<file path="src/rtl/iomem_audio_regs.sv">
// PicoSoC iomem slave for the audio path: per-channel phase increments, enables, GPIO, tick counter and IRQ.
// Define IOMEM_AUDIO_REGS_SHADOW_EN to commit frequency writes to ch_freq only on sample_tick.
module iomem_audio_regs #(
  parameter logic [7:0] BASE_ADDR  = 8'h04,
  parameter int         NUM_CH     = 4,
  parameter int         PHASE_SIZE = 32
) (
  input  logic                         clk,
  input  logic                         reset,
  input  logic                         iomem_valid,
  output logic                         iomem_ready,
  input  logic [3:0]                   iomem_wstrb,
  input  logic [31:0]                  iomem_addr,
  input  logic [31:0]                  iomem_wdata,
  output logic [31:0]                  iomem_rdata,
  input  logic                         sample_tick,
  output logic [NUM_CH*PHASE_SIZE-1:0] ch_freq,
  output logic [NUM_CH-1:0]            ch_enable,
  output logic [31:0]                  gpio,
  output logic                         irq
);

  localparam logic [5:0] IDX_CTRL = 6'(NUM_CH);
  localparam logic [5:0] IDX_GPIO = 6'(NUM_CH + 1);
  localparam logic [5:0] IDX_TICK = 6'(NUM_CH + 2);

  logic [PHASE_SIZE-1:0] r_freq [NUM_CH];
  logic [NUM_CH-1:0]     r_enable;
  logic                  r_irqEn;
  logic [31:0]           r_gpio;
  logic [31:0]           r_tickCnt;
  logic                  r_pending;

  logic                  w_sel;
  logic                  w_accept;
  logic                  w_write;
  logic                  w_tickAccess;
  logic                  w_tickClear;
  logic [5:0]            w_idx;
  logic [31:0]           w_rdMux;
  logic [31:0]           w_ctrlRd;
  logic [31:0]           w_ctrlNew;
  logic                  w_unused;

  function automatic logic [31:0] mergeBytes(input logic [31:0] oldVal,
                                             input logic [31:0] newVal,
                                             input logic [3:0]  strb);
    logic [31:0] res;
    res = oldVal;
    for (int b = 0; b < 4; b++)
      if (strb[b]) res[b*8 +: 8] = newVal[b*8 +: 8];
    return res;
  endfunction

  assign w_sel        = (iomem_addr[31:24] == BASE_ADDR);
  assign w_accept     = iomem_valid & w_sel & ~iomem_ready;
  assign w_write      = w_accept & (|iomem_wstrb);
  assign w_idx        = iomem_addr[7:2];
  assign w_tickAccess = w_accept && (w_idx == IDX_TICK);
  assign w_tickClear  = w_tickAccess && (|iomem_wstrb);
  assign w_ctrlRd     = 32'(r_enable) | (32'(r_irqEn) << 16);
  assign w_ctrlNew    = mergeBytes(w_ctrlRd, iomem_wdata, iomem_wstrb);
  assign w_unused     = &{1'b0, iomem_addr[23:8], iomem_addr[1:0]};

  always_comb begin
    w_rdMux = '0;
    for (int i = 0; i < NUM_CH; i++)
      if (w_idx == 6'(i)) w_rdMux = 32'(r_freq[i]);
    if (w_idx == IDX_CTRL) w_rdMux = w_ctrlRd;
    if (w_idx == IDX_GPIO) w_rdMux = r_gpio;
    if (w_idx == IDX_TICK) w_rdMux = r_tickCnt;
  end

  // Read data is captured from the pre-write register state on the accepting edge.
  always_ff @(posedge clk or posedge reset) begin
    if (reset) begin
      iomem_ready <= 1'b0;
      iomem_rdata <= '0;
    end else begin
      iomem_ready <= w_accept;
      if (w_accept) iomem_rdata <= w_rdMux;
    end
  end

  always_ff @(posedge clk or posedge reset) begin
    if (reset) begin
      for (int i = 0; i < NUM_CH; i++) r_freq[i] <= '0;
    end else begin
      for (int i = 0; i < NUM_CH; i++)
        if (w_write && (w_idx == 6'(i)))
          r_freq[i] <= PHASE_SIZE'(mergeBytes(32'(r_freq[i]), iomem_wdata, iomem_wstrb));
    end
  end

  always_ff @(posedge clk or posedge reset) begin
    if (reset) begin
      r_enable <= '0;
      r_irqEn  <= 1'b0;
      r_gpio   <= '0;
    end else if (w_write) begin
      if (w_idx == IDX_CTRL) begin
        r_enable <= w_ctrlNew[NUM_CH-1:0];
        r_irqEn  <= w_ctrlNew[16];
      end
      if (w_idx == IDX_GPIO) r_gpio <= mergeBytes(r_gpio, iomem_wdata, iomem_wstrb);
    end
  end

  // A tick coinciding with a clear always wins: count restarts at 1 and PENDING stays set.
  always_ff @(posedge clk or posedge reset) begin
    if (reset) begin
      r_tickCnt <= '0;
      r_pending <= 1'b0;
    end else begin
      if (w_tickClear)
        r_tickCnt <= 32'(sample_tick);
      else if (sample_tick)
        r_tickCnt <= r_tickCnt + 32'd1;
      if (sample_tick && r_irqEn)
        r_pending <= 1'b1;
      else if (w_tickAccess)
        r_pending <= 1'b0;
    end
  end

`ifdef IOMEM_AUDIO_REGS_SHADOW_EN
  logic [PHASE_SIZE-1:0] r_chFreq [NUM_CH];

  always_ff @(posedge clk or posedge reset) begin
    if (reset) begin
      for (int i = 0; i < NUM_CH; i++) r_chFreq[i] <= '0;
    end else if (sample_tick) begin
      for (int i = 0; i < NUM_CH; i++) r_chFreq[i] <= r_freq[i];
    end
  end

  for (genvar g = 0; g < NUM_CH; g++) begin : g_chFreq
    assign ch_freq[g*PHASE_SIZE +: PHASE_SIZE] = r_chFreq[g];
  end
`else
  for (genvar g = 0; g < NUM_CH; g++) begin : g_chFreq
    assign ch_freq[g*PHASE_SIZE +: PHASE_SIZE] = r_freq[g];
  end
`endif

  assign ch_enable = r_enable;
  assign gpio      = r_gpio;
  assign irq       = r_pending & r_irqEn;

endmodule

</file>
<file path="config.mk">
export PLATFORM = sky130hd
export DESIGN_NAME = iomem_audio_regs
export DESIGN_NICKNAME = d
export VERILOG_FILES = /design/src/rtl/iomem_audio_regs.sv
export SDC_FILE = /design/constraint.sdc
export NUM_CORES = 1
export LEC_CHECK = 0
export CAP_MARGIN = 30
export CORE_MARGIN = 5
export CORE_UTILIZATION = 35
export DETAILED_ROUTE_END_ITERATION = 6
export PLACE_DENSITY = 0.61
export SYNTH_ARGS = -nofsm -noshare
export SYNTH_HDL_FRONTEND = slang
export SYNTH_SLANG_ARGS = --single-unit
</file>
<file path="constraint.sdc">
create_clock -name clk -period 10.53 [get_ports clk]
set_clock_uncertainty 0.15 [all_clocks]
set_input_delay 3.159 -clock clk [delete_from_list [all_inputs] [get_ports clk]]
set_output_delay 3.159 -clock clk [all_outputs]
set_load 0.02 [all_outputs]
</file>
==> results.json <==
{
  "hold_violations": 0,
  "drive_above_1_share": 0.213,
  "slew_violations": 0,
  "root_buffer": "clkbuf_16",
  "grt.overflow.total": 0,
  "cp.depth": 6,
  "startpoint": "iomem_addr[7]",
  "holdBufCountCts": 0,
  "cts_buffer_depth": 3,
  "core_area_mm2": 0.0298,
  "syn_avg_cell_area_um2": 13.2,
  "tns_ns": 0,
  "dieArea_mm2": 0.0339,
  "required_ns": 10.80,
  "start_util": 0.356,
  "cts_sinks": 231,
  "port_buffers": 251,
  "synth_warnings": 0,
  "syn-cell-area_mm2": 0.0106,
  "layout_commonest_cell": "clkdlybuf4s50_1",
  "crit_fanout": 33,
  "cts_resized": 0,
  "synth_fp_nets": 879,
  "outcome": "finished clean",
  "met3_length_um": 2470,
  "clock_latency_ns": 0.56,
  "fin_crit_ns": 5.89,
  "numCtsBuffers": 27,
  "die_h_um": 184,
  "worst_pin_slew_ns": 0.898,
  "p_leak_uw": 0.00630,
  "slowest_stage": "and3_1",
  "grt_pass1_wl_um": 49100,
  "drt_iter0_drc": 376,
  "final_cells": 1450,
  "fin_nets": 1113,
  "ant_nets": 0,
  "ys_ff_latch": 231,
  "reg2reg_depth": 6,
  "vdd_ir_drop_max_v": 0.000115,
  "grt_max_degree": 90,
  "timing.fmax_ghz": 0.170,
  "slew_headroom": 0.402,
  "vias": 7845,
  "wl_met1_um": 14000,
  "nFillCells": 2691,
  "critPathArrivalTime_ns": 6.15,
  "io_pins": 270,
  "antenna_cells": 0,
  "ys_seq_area_frac": 0.544,
  "critical_path.cell_chain": "clkdlybuf4s50_1 -> nor4_4 -> buf_4 -> and4_1 -> and3_1 -> mux2_1",
  "die_width_um": 184,
  "htree_levels": 1,
  "setup_violations": 0,
  "syn2layout_area_growth_pct": 35.9,
  "cp-end-kind": "flip-flop",
  "grt_pass1_vias": 7992,
  "drt_wl_total_um": 32100,
  "routed-wl-met2_um": 15000,
  "synth_cell_types": 43,
  "gp_congestion": 0.799,
  "grt_antenna_before_repair": 1,
  "crit_path_max_incr_delay_ns": 0.68,
  "top_layer": "met5",
  "fin_crit_sh": 0.559,
  "placedCellCount": 1401,
  "row_count": 63,
  "layout_common_cells": "249 x clkdlybuf4s50_1, 231 x dfrtp_1, 120 x mux2_2, 72 x o21ai_0, 48 x mux2_1",
  "path_buf_inv": 2,
  "start_kind": "input pin",
  "rrSetupSlack_ns": 7.88,
  "grt_usage": 0.184,
  "hp-class": "flip-flop to flip-flop",
  "maxCapViolations": 0,
  "hpwl_um": 21500,
  "clkSlewWorstSetupHoldPaths_ns": 0.06,
  "worstSetupPathType": "input pin to flip-flop",
  "drtPass1Iterations": 5,
  "hold_ws_ns": 0.326,
  "post_cts_buffers": 0,
  "rsz0062_at_grt": "false",
  "avgViaCountPerCell": 5.41,
  "tritoncts": "yes",
  "drcViolationCount": 0,
  "wl_per_cell_um": 22.1,
  "worstReg2RegStart": "iomem_ready",
  "synthCells": 806,
  "critPathTopFamily": "simple AND/OR/NAND/NOR gates",
  "r2r-end": "ch_enable[0]",
  "crit_path_end": "ch_freq[85]",
  "powerDensity_mw_per_mm2": 141
}
-- synth_stat cells, drive strengths merged --
cell type | n | area, um2
dfrtp | 231 | 5780
mux2 | 168 | 1890
o21ai | 72 | 360
nand2 | 39 | 146
mux4 | 32 | 721
buf | 30 | 173
a221oi | 28 | 245
clkbuf | 25 | 93.8
a21oi | 22 | 110
nand3 | 22 | 165
nor2 | 19 | 78.8
nand4 | 17 | 106
and3 | 13 | 81.3
or3 | 10 | 62.6
or4 | 9 | 67.6
and4 | 7 | 61.3
o31ai | 7 | 52.6
xnor2 | 7 | 61.3
a22o | 6 | 52.6
and2 | 6 | 37.5
inv | 6 | 22.5
xor2 | 6 | 52.6
nor4 | 5 | 46.3
nor2b | 4 | 25.0
o22ai | 3 | 18.8
mux2i | 2 | 20.0
nor3 | 2 | 10.0
nor4b | 2 | 17.5
or4b | 2 | 23.8
ha | 1 | 12.5
nand2b | 1 | 6.26
o21bai | 1 | 7.51
o32ai | 1 | 8.76
-- metrics by stage --
stage               setup WS, ns   util  total power (uW)  cell area (um2)
floorplan                  0.888      -               996            10600
global placement            4.14  0.450              1050            13400
detailed placement          4.11  0.452              1050            13500
CTS                         4.68  0.484              2060            14400
global route                4.60  0.484              2100            14400
finish                      4.64  0.484              2030            14400
-- layout make-up --
| class | count | area, um2 | area share |
|---|---|---|---|
| tap | 390 | 488 | 0.0338 |
| sequential | 231 | 5780 | 0.401 |
| clock buffer | 37 | 773 | 0.0536 |
| multi-input combinational | 514 | 4570 | 0.316 |
| clock inverter | 12 | 180 | 0.0125 |
| inverter | 6 | 30.0 | 0.00208 |
| timing repair buffer | 260 | 2610 | 0.181 |
-- sequential cells by signal (all words and copies together) (netlist names) --
register and cells:
iomem_ready 1, ch_enable 4, r_tickCnt 32, iomem_rdata 32, r_pending 1, gpio 32, r_irqEn 1, ch_freq 128
-- report_power, final --
part           switching [uW]  total (uW)  internal, uW
logic                    66.8         113          46.6
registers                21.2         923           902
clock network             384         996           613
-- per-layer routing --
layer,up-vias,track usage
met2,256,0.291
met3,41,0.0497
met1,4029,0.258
met5,-,0
li1,3517,-
met4,2,0.0355
-- worst min path at each step --
stage                                from              end  depth (start not counted)
after floorplan                 r_pending        r_pending                          2
after global placement    iomem_rdata[30]  iomem_rdata[30]                          2
after detailed placement  iomem_rdata[31]  iomem_rdata[31]                          2
after CTS                  iomem_rdata[5]   iomem_rdata[5]                          2
after global routing      iomem_rdata[21]  iomem_rdata[21]                          2
final                     iomem_rdata[22]  iomem_rdata[22]                          2
-- tightest hold or removal path, delay by kind of cell (launching register included) --
| kind | cells | cell delay (ns) |
|---|---|---|
| DFF | 1 | 0.34 |
| AOI/OAI and AO/OA | 1 | 0.06 |
| and+or+nand+nor | 1 | 0.05 |
-- logic make-up (layout without fill, tap and decap cells) --
kind of cell,Yosys count,in the layout,synth area share
xor gates and xnor gates,13,13,0.0107
buffers and inverters,61,315,0.0272
DFF,231,231,0.544
adders and majority gates,1,1,0.00118
muxes,202,202,0.248
AOI/OAI and AO/OA,140,140,0.0806
and+or+nand+nor,158,158,0.0881
(Power assumes the default switching activity.)
